**src/rtl/fetch_stage_pkg.sv**
```systemverilog
// Shared pipeline definitions for the fetch stage: PC-select encodings,
// fetch FSM states and the IF/ID register layout with its bubble value.
package fetch_stage_pkg;

    localparam logic [1:0] PCSEL_SEQ  = 2'b00;
    localparam logic [1:0] PCSEL_RS   = 2'b01;
    localparam logic [1:0] PCSEL_JUMP = 2'b10;

    typedef enum logic [1:0] {
        ST_BOOT    = 2'b00,
        ST_RUN     = 2'b01,
        ST_HALTED  = 2'b10
    } fetch_state_e;

    typedef struct packed {
        logic [31:0] instr;
        logic [31:0] pc4;
        logic        valid;
    } if_id_t;

    localparam if_id_t IF_ID_BUBBLE = '{instr: 32'h0, pc4: 32'h0, valid: 1'b0};

    // MIPS-style J/JAL target: region bits of the delay-free PC+4 plus word index
    function automatic logic [31:0] jump_target(input logic [3:0] pc_hi, input logic [25:0] idx);
        return {pc_hi, idx, 2'b00};
    endfunction

endpackage

```
**src/rtl/fetch_stage_if.sv**
```systemverilog
// Instruction-memory request/response bus between the fetch stage and imem.
interface fetch_stage_if;
    logic        o_imem_req;
    logic [31:0] o_imem_addr;
    logic [31:0] i_imem_rdata;
    logic        i_imem_ready;

    modport master (output o_imem_req, output o_imem_addr,
                    input  i_imem_rdata, input i_imem_ready);
    modport slave  (input  o_imem_req, input  o_imem_addr,
                    output i_imem_rdata, output i_imem_ready);
endinterface

```
**src/rtl/fetch_stage_if_id_reg.sv**
```systemverilog
// IF/ID pipeline register: stall holds, flush loads a bubble, stall wins over flush.
module if_id_reg
    import fetch_stage_pkg::*;
(
    input  logic   clk,
    input  logic   rst,
    input  logic   stall,
    input  logic   flush,
    input  if_id_t d,
    output if_id_t q
);

    always_ff @(posedge clk) begin
        if (rst)
            q <= IF_ID_BUBBLE;
        else if (stall)
            q <= q;
        else if (flush)
            q <= IF_ID_BUBBLE;
        else
            q <= d;
    end

endmodule

```
**src/rtl/fetch_stage.sv**
```systemverilog
// Fetch stage: PC register, next-PC selection, BOOT/RUN/HALTED control and
// the IF/ID register. Redirects resolve in ID with no delay slot.
module fetch_stage
    import fetch_stage_pkg::*;
#(
    parameter logic [31:0] RESET_PC = 32'h0000_0000
)(
    input  logic          clk,
    input  logic          rst,
    input  logic          i_StallF,
    input  logic          i_StallD,
    input  logic          i_FlushD,
    input  logic          i_PCSrcD,
    input  logic [1:0]    i_pcsel,
    input  logic          i_load,
    input  logic [31:0]   i_BranchTargetD,
    input  logic [31:0]   i_RsD,
    fetch_stage_if.master imem,
    output logic [31:0]   o_InstrD,
    output logic [31:0]   o_PCPlus4D,
    output logic          o_validD,
    output logic [31:0]   o_PCF,
    output logic          o_halted
);

    fetch_state_e state;
    logic [31:0]  pcf;
    logic [31:0]  pc_plus4f;
    logic [31:0]  pc_next;
    logic [31:0]  redirect_pc;
    logic         imem_req_q;
    logic         halted_q;
    logic         run;
    logic         halt_evt;
    logic         redirect;
    logic         id_stall;
    logic         id_flush;
    if_id_t       if_id_d;
    if_id_t       if_id_q;

    assign run       = (state == ST_RUN);
    assign pc_plus4f = pcf + 32'd4;

    // ID-stage events only count for a real instruction that is moving on
    assign halt_evt = run && !i_load && if_id_q.valid && !i_StallD;
    assign redirect = run && if_id_q.valid && !i_StallD &&
                      (i_PCSrcD || (i_pcsel != PCSEL_SEQ));

    always_comb begin
        redirect_pc = if_id_q.pc4;
        if (i_PCSrcD) begin
            redirect_pc = i_BranchTargetD;
        end else begin
            case (i_pcsel)
                PCSEL_RS:   redirect_pc = i_RsD;
                PCSEL_JUMP: redirect_pc = jump_target(if_id_q.pc4[31:28], if_id_q.instr[25:0]);
                default:    redirect_pc = if_id_q.pc4;
            endcase
        end
    end

    always_comb begin
        pc_next = pcf;
        if (run && !halt_evt) begin
            if (redirect)
                pc_next = redirect_pc;
            else if (!i_StallF && imem.i_imem_ready)
                pc_next = pc_plus4f;
        end
    end

    always_ff @(posedge clk) begin
        if (rst) begin
            state      <= ST_BOOT;
            pcf        <= RESET_PC;
            imem_req_q <= 1'b0;
            halted_q   <= 1'b0;
        end else begin
            pcf <= pc_next;
            case (state)
                ST_BOOT: begin
                    state      <= ST_RUN;
                    imem_req_q <= 1'b1;
                end
                ST_RUN: begin
                    if (halt_evt) begin
                        state      <= ST_HALTED;
                        imem_req_q <= 1'b0;
                        halted_q   <= 1'b1;
                    end
                end
                default: begin
                    state      <= ST_HALTED;
                    imem_req_q <= 1'b0;
                    halted_q   <= 1'b1;
                end
            endcase
        end
    end

    // Outside RUN nothing is fetched, so IF/ID bubbles and stall inputs are ignored
    assign id_stall = run && i_StallD;
    assign id_flush = !run || i_FlushD || halt_evt || redirect ||
                      i_StallF || !imem.i_imem_ready;
    assign if_id_d  = '{instr: imem.i_imem_rdata, pc4: pc_plus4f, valid: 1'b1};

    if_id_reg u_if_id (
        .clk   (clk),
        .rst   (rst),
        .stall (id_stall),
        .flush (id_flush),
        .d     (if_id_d),
        .q     (if_id_q)
    );

    assign imem.o_imem_req  = imem_req_q;
    assign imem.o_imem_addr = pcf;
    assign o_InstrD         = if_id_q.instr;
    assign o_PCPlus4D       = if_id_q.pc4;
    assign o_validD         = if_id_q.valid;
    assign o_PCF            = pcf;
    assign o_halted         = halted_q;

endmodule

```
**src/flat_wrapper.sv**
```systemverilog
// flat-port wrapper written by rule: the top's interface ports become plain ports
module fetch_stage_flat import fetch_stage_pkg::*;
#(
    parameter logic [31:0] RESET_PC = 32'h0000_0000
)
  (clk, rst, i_StallF, i_StallD, i_FlushD, i_PCSrcD, i_pcsel, i_load, i_BranchTargetD, i_RsD, o_InstrD, o_PCPlus4D, o_validD, o_PCF, o_halted, imem_o_imem_req, imem_o_imem_addr, imem_i_imem_rdata, imem_i_imem_ready);
  fetch_stage_if imem_i ();
  input  logic clk;
  input  logic rst;
  input  logic i_StallF;
  input  logic i_StallD;
  input  logic i_FlushD;
  input  logic i_PCSrcD;
  input  logic [1:0] i_pcsel;
  input  logic i_load;
  input  logic [31:0] i_BranchTargetD;
  input  logic [31:0] i_RsD;
  output logic [31:0] o_InstrD;
  output logic [31:0] o_PCPlus4D;
  output logic o_validD;
  output logic [31:0] o_PCF;
  output logic o_halted;
  output wire logic [$bits(imem_i.o_imem_req)-1:0] imem_o_imem_req;
  output wire logic [$bits(imem_i.o_imem_addr)-1:0] imem_o_imem_addr;
  input wire logic [$bits(imem_i.i_imem_rdata)-1:0] imem_i_imem_rdata;
  input wire logic [$bits(imem_i.i_imem_ready)-1:0] imem_i_imem_ready;
  assign imem_o_imem_req = imem_i.o_imem_req;
  assign imem_o_imem_addr = imem_i.o_imem_addr;
  assign imem_i.i_imem_rdata = imem_i_imem_rdata;
  assign imem_i.i_imem_ready = imem_i_imem_ready;
  fetch_stage #(.RESET_PC(RESET_PC)) u_core (.clk(clk), .rst(rst), .i_StallF(i_StallF), .i_StallD(i_StallD), .i_FlushD(i_FlushD), .i_PCSrcD(i_PCSrcD), .i_pcsel(i_pcsel), .i_load(i_load), .i_BranchTargetD(i_BranchTargetD), .i_RsD(i_RsD), .imem(imem_i), .o_InstrD(o_InstrD), .o_PCPlus4D(o_PCPlus4D), .o_validD(o_validD), .o_PCF(o_PCF), .o_halted(o_halted));
endmodule
```
**config.mk**
```make
export PLATFORM = sky130hd
export DESIGN_NAME = fetch_stage_flat
export DESIGN_NICKNAME = d
export VERILOG_FILES = /design/src/rtl/fetch_stage_pkg.sv /design/src/rtl/fetch_stage_if.sv /design/src/rtl/fetch_stage_if_id_reg.sv /design/src/rtl/fetch_stage.sv /design/src/flat_wrapper.sv
export SDC_FILE = /design/constraint.sdc
export NUM_CORES = 1
export LEC_CHECK = 0
export ABC_CLOCK_PERIOD_IN_PS = 3400
export CAP_MARGIN = 25
export CELL_PAD_IN_SITES_DETAIL_PLACEMENT = 1
export CELL_PAD_IN_SITES_GLOBAL_PLACEMENT = 2
export CORE_ASPECT_RATIO = 1.5
export CORE_MARGIN = 2
export CORE_UTILIZATION = 23
export DETAILED_ROUTE_END_ITERATION = 8
export GPL_ROUTABILITY_DRIVEN = 1
export MAX_ROUTING_LAYER = met4
export PLACE_DENSITY = 0.92
export SLEW_MARGIN = 40
export SYNTH_ARGS = -nofsm -noshare
export SYNTH_HDL_FRONTEND = slang
export SYNTH_SLANG_ARGS = --single-unit
```
**constraint.sdc**
```tcl
create_clock -name clk -period 3.4 [get_ports clk]
set_input_delay 0.34 -clock clk [delete_from_list [all_inputs] [get_ports clk]]
set_output_delay 0.34 -clock clk [all_outputs]
set_load 0.02 [all_outputs]
```
* Word level (Yosys, flattened, before mapping) *
Index checks and enable logic that the tools add are counted.

storage, ports and cells
  bits in registers = 101
  word-level logic and storage cells = 50

cells by class
  add/sub/neg operators = 1
  equal/unequal tests = 4
  multiplexer cells = 11
  bitwise operators = 1
  reductions and logical operators = 26

operator list
  cell                   count
  $mux 32                3
  $mux 65                1
  $pmux 32 s2            1
  $add 32x3->32 const B  1
  $logic_and 1x1->1      9
  $logic_not 1->1        6
  $logic_or 1x1->1       6
  $eq 2x1->1 const B     2
  $pmux 1 s2             2
  $pmux 2 s2             1
  $reduce_and 2->1       2
  $reduce_bool 2->1      2
  $eq 2x2->1 const B     1
  $logic_not 2->1        1
  $mux 1                 2
  $mux 2                 1
  $ne 2x2->1 const B     1
  $not 1->1              1

* Depth between registers and ports, before layout *
  depth after elaboration = 9
  mapped depth = 10
  mapped depth without buffers = 7

* Hierarchy *
Synthesis repeated with hierarchy kept, for this count alone.

second synthesis, totals
  cells, all modules = 806
  area, all modules = 6517.5 um^2

modules (own cells, without submodules)
  module       instances  cells an instance  area an instance (um^2)  seq. area each (um^2)
  fetch_stage  1          517                3574.7                   700.7
  if_id_reg    1          289                2942.8                   1301.2

* Worst setup path before layout *
No wires, ideal clock.

  path kind = register -> register
  from = register u_core.pcf[2], in the netlist u_core.imem.o_imem_addr[2]
  to = register u_core.pcf[28], in the netlist u_core.imem.o_imem_addr[28]
  library setup time = 74 ps
  arrival time = 2542 ps
  data required time = 3326 ps
  path slack = 784 ps
  cell stages (with the launch flop) = 8
  period minus slack after synthesis = 2616 ps
  path through = dfxtp_1 -> ha_1 -> nand4_2 -> or4_4 -> buf_6 -> or3_1 -> or4_1 -> a31oi_1

on the way
  longest elaborated chain between the ends = 3

RTL lines
  what                    line               source
  start, declared         fetch_stage.sv:27  logic [31:0] pcf;
  start signal, assigned  fetch_stage.sv:79  pcf <= pc_next;
  $add 32x3->32           fetch_stage.sv:42  assign pc_plus4f = pcf + 32'd4;
  $mux 32                 fetch_stage.sv:67  else if (!i_StallF && imem.i_imem_ready)
  $mux 32                 fetch_stage.sv:65  if (redirect)

No other way between the ends. The select of a mux whose other input is x is not followed.
A chain may end at the register's enable or synchronous reset.

* Worst setup path in the final report *
Same ends and word-level chain as after synthesis.

==> flow_summary.json <==
{
  "grt_use_total_pct": 20.0,
  "finClkSkew_ps": 7.86,
  "finalNonFillerCells": 1232,
  "path_delay_family": "simple AND/OR/NAND/NOR gates",
  "wirelength_um": 25900,
  "start_util_pct": 23.3,
  "firstDrtPassIters": 5,
  "hp-class": "reg2reg",
  "ys_warn_count": 0,
  "finalPower_mw": 2.61,
  "path_clk_slew_ps": 80,
  "slowest_stage": "or4_4",
  "num_rows": 70,
  "netlist.top_cell.by_area": "dfxtp_1",
  "period_needed_ps": 2770,
  "fp.dieH_um": 196,
  "cts.path.max_buffers": 2,
  "relSlewSlack_pct": 47.4,
  "fin_crit_sh_pct": 81.4,
  "final.setup.tns_ps": 0,
  "first_global_vias": 6505,
  "grt_max_degree": 65,
  "path_buf_inv": 0,
  "synth_ff_type": "dfxtp_1",
  "synth_edf_count": 0,
  "final_nets": 1013,
  "fmax_mhz": 361,
  "antenna_found_initial": 0,
  "synth.yosys.seq_area_share_pct": 35.3,
  "setup_viol": 0,
  "gp_congestion": 0.857,
  "clock-root-buffer": "clkbuf_16",
  "drv_slew": 0,
  "dp.cells": 1216,
  "crit_chain": "ha_1 > nand4_2 > or4_4 > or3_1 > or4_1 > a31oi_1",
  "ant_nets": 0,
  "critPathMaxStageDelay_ps": 680,
  "cap_violations": 0,
  "ios": 237,
  "drc": 0,
  "hold_ws_ps": 461,
  "crit_path_max_fanout": 10,
  "fin_ws_ps": 633,
  "crit_path_end_kind": "flip-flop",
  "status": "complete, no violations",
  "synth_common_cells": "dfxtp_1, nor2_1, a22oi_1",
  "clk_latency_ps": 350,
  "p_per_area_nw_per_um2": 311,
  "drt-vias-per-instance": 5.18,
  "cts.sinks": 100,
  "ff2ff_setup_slack_ps": 630,
  "ys_top_cells_by_area": "dfxtp_1, a22oi_1, nor2_1",
  "drt_iter0_drc": 328,
  "netlist.area_leader.share_pct": 35.3,
  "post-dp-hpwl_um": 19600,
  "cp.arrival_ps": 3040,
  "cp.required_ps": 3680,
  "port_buffers": 236,
  "async_reset_ff_share_pct": 0,
  "die_x_um": 132,
  "grt_overflow_total": 0,
  "place_ws_ps": 476,
  "core_sq_um": 24300,
  "tritoncts": "yes",
  "nFillCells": 2889,
  "syn_to_final_growth_pct": 48.2,
  "rsz0062_at_grt": "false",
  "ctsHoldBuffers": 0,
  "routedWlPerCell_um": 21.0,
  "post_cts_buffers": 0,
  "final-hold-violation-count": 0,
  "ys_seq_elements": 100,
  "syn_area_sq_um": 5660,
  "cts_resized": 0,
  "n_antenna_cell": 0,
  "synth_nets": 840,
  "path_class": "reg2reg",
  "p_leak_nw": 2.75,
  "ys_types": 62,
  "dieArea_sq_um": 25900,
  "start_kind": "flip-flop",
  "htree_levels": 3,
  "drive_gt1_share_pct": 6.06,
  "vias": 6387,
  "avgSynthCellArea_sq_um": 7.76,
  "worstMarginPinSlew_ps": 788,
  "synth_most_common_cell": "dfxtp_1",
  "numCtsBuffers": 9,
  "grt_pass1_wl_um": 38900,
  "synthCells": 730,
  "irDropWorstVdd_mv": 0.199
}
==> registers in the layout (all words and copies together) (netlist names) <==
name                     flops
u_core.u_if_id.q            65
u_core.state                 2
u_core.o_halted              1
u_core.imem.o_imem_addr     32
==> layout make-up <==
type | instances | area, sq um | share of cell area [%]
inverters | 11 | 41.3 | 0.492
repair buffers | 258 | 2530 | 30.1
well taps | 324 | 405 | 4.83
clock buffers | 10 | 239 | 2.85
multi-input cells | 523 | 3130 | 37.3
flip-flops and latches | 100 | 2000 | 23.8
clock inverters | 6 | 45.0 | 0.536
==> cells by family (layout without fill, tap and decap cells) <==
family | after synthesis | in the layout | synth area share, %
buf+inv | 107 | 285 | 9.41
xor+xnor | 23 | 23 | 3.56
flops | 100 | 100 | 35.3
fa+ha+maj | 4 | 4 | 0.884
mux | 2 | 2 | 0.353
compound gates | 240 | 240 | 29.1
simple gates | 254 | 254 | 21.4
==> per-layer routing <==
metal / routed length [um] / part of all wire, % / track usage (%) / vias to the layer above
li1: - / - / - / 2990
met1: 10400 / 40 / 21.8 / 3142
met2: 13600 / 53 / 36.5 / 209
met3: 1040 / 4.0 / 2.64 / 46
met4: 891 / 3.4 / 8.21 / 0
met5: 0 / 0 / - / -
==> power by group <==
group	switching (mW)	internal, mW	total (mW)
sequential	0.0121	1.18	1.19
clock	0.511	0.527	1.04
combinational	0.198	0.183	0.381
==> final timing paths <==
kind	from	end	depth (start not counted)
worst max-delay path	u_core.imem.o_imem_addr[2]	u_core.imem.o_imem_addr[28]	6
worst min-delay path	u_core.o_halted	u_core.o_halted	2
worst max register to register	u_core.imem.o_imem_addr[2]	u_core.imem.o_imem_addr[28]	6
worst min register to register	u_core.o_halted	u_core.o_halted	2
==> through the flow <==
| step | area, sq um | utilization, % |
|---|---|---|
| after global routing | 8400 | 34.6 |
| after detailed placement | 8110 | 33.4 |
| after global placement | 8110 | 33.4 |
| after CTS | 8400 | 34.6 |
| final | 8400 | 34.6 |
| after floorplan | 5660 | - |
==> worst min-delay path: stages (launching register included) <==
cell,delay [ps]
dfxtp_1,320
inv_1,50
a21oi_1,50
==> layout by cell type, fill, tap and decap left out, types with 7 or more instances in the layout <==
| cell type | count |
|---|---|
| nand2_1 | 63 |
| nor2_1 | 84 |
| nor4_1 | 7 |
| nor3_1 | 7 |
| nor2b_1 | 11 |
| buf_4 | 21 |
| and2_1 | 7 |
| a31oi_1 | 15 |
| dfxtp_1 | 100 |
| xor2_1 | 17 |
| clkbuf_16 | 9 |
| a22oi_1 | 66 |
| nand3_1 | 30 |
| clkdlybuf4s50_1 | 234 |
| inv_1 | 11 |
| a211oi_1 | 26 |
| nand4_1 | 10 |
| o21ai_0 | 37 |
| a21oi_1 | 44 |
Note: power is estimated with default switching activity, not from simulation.
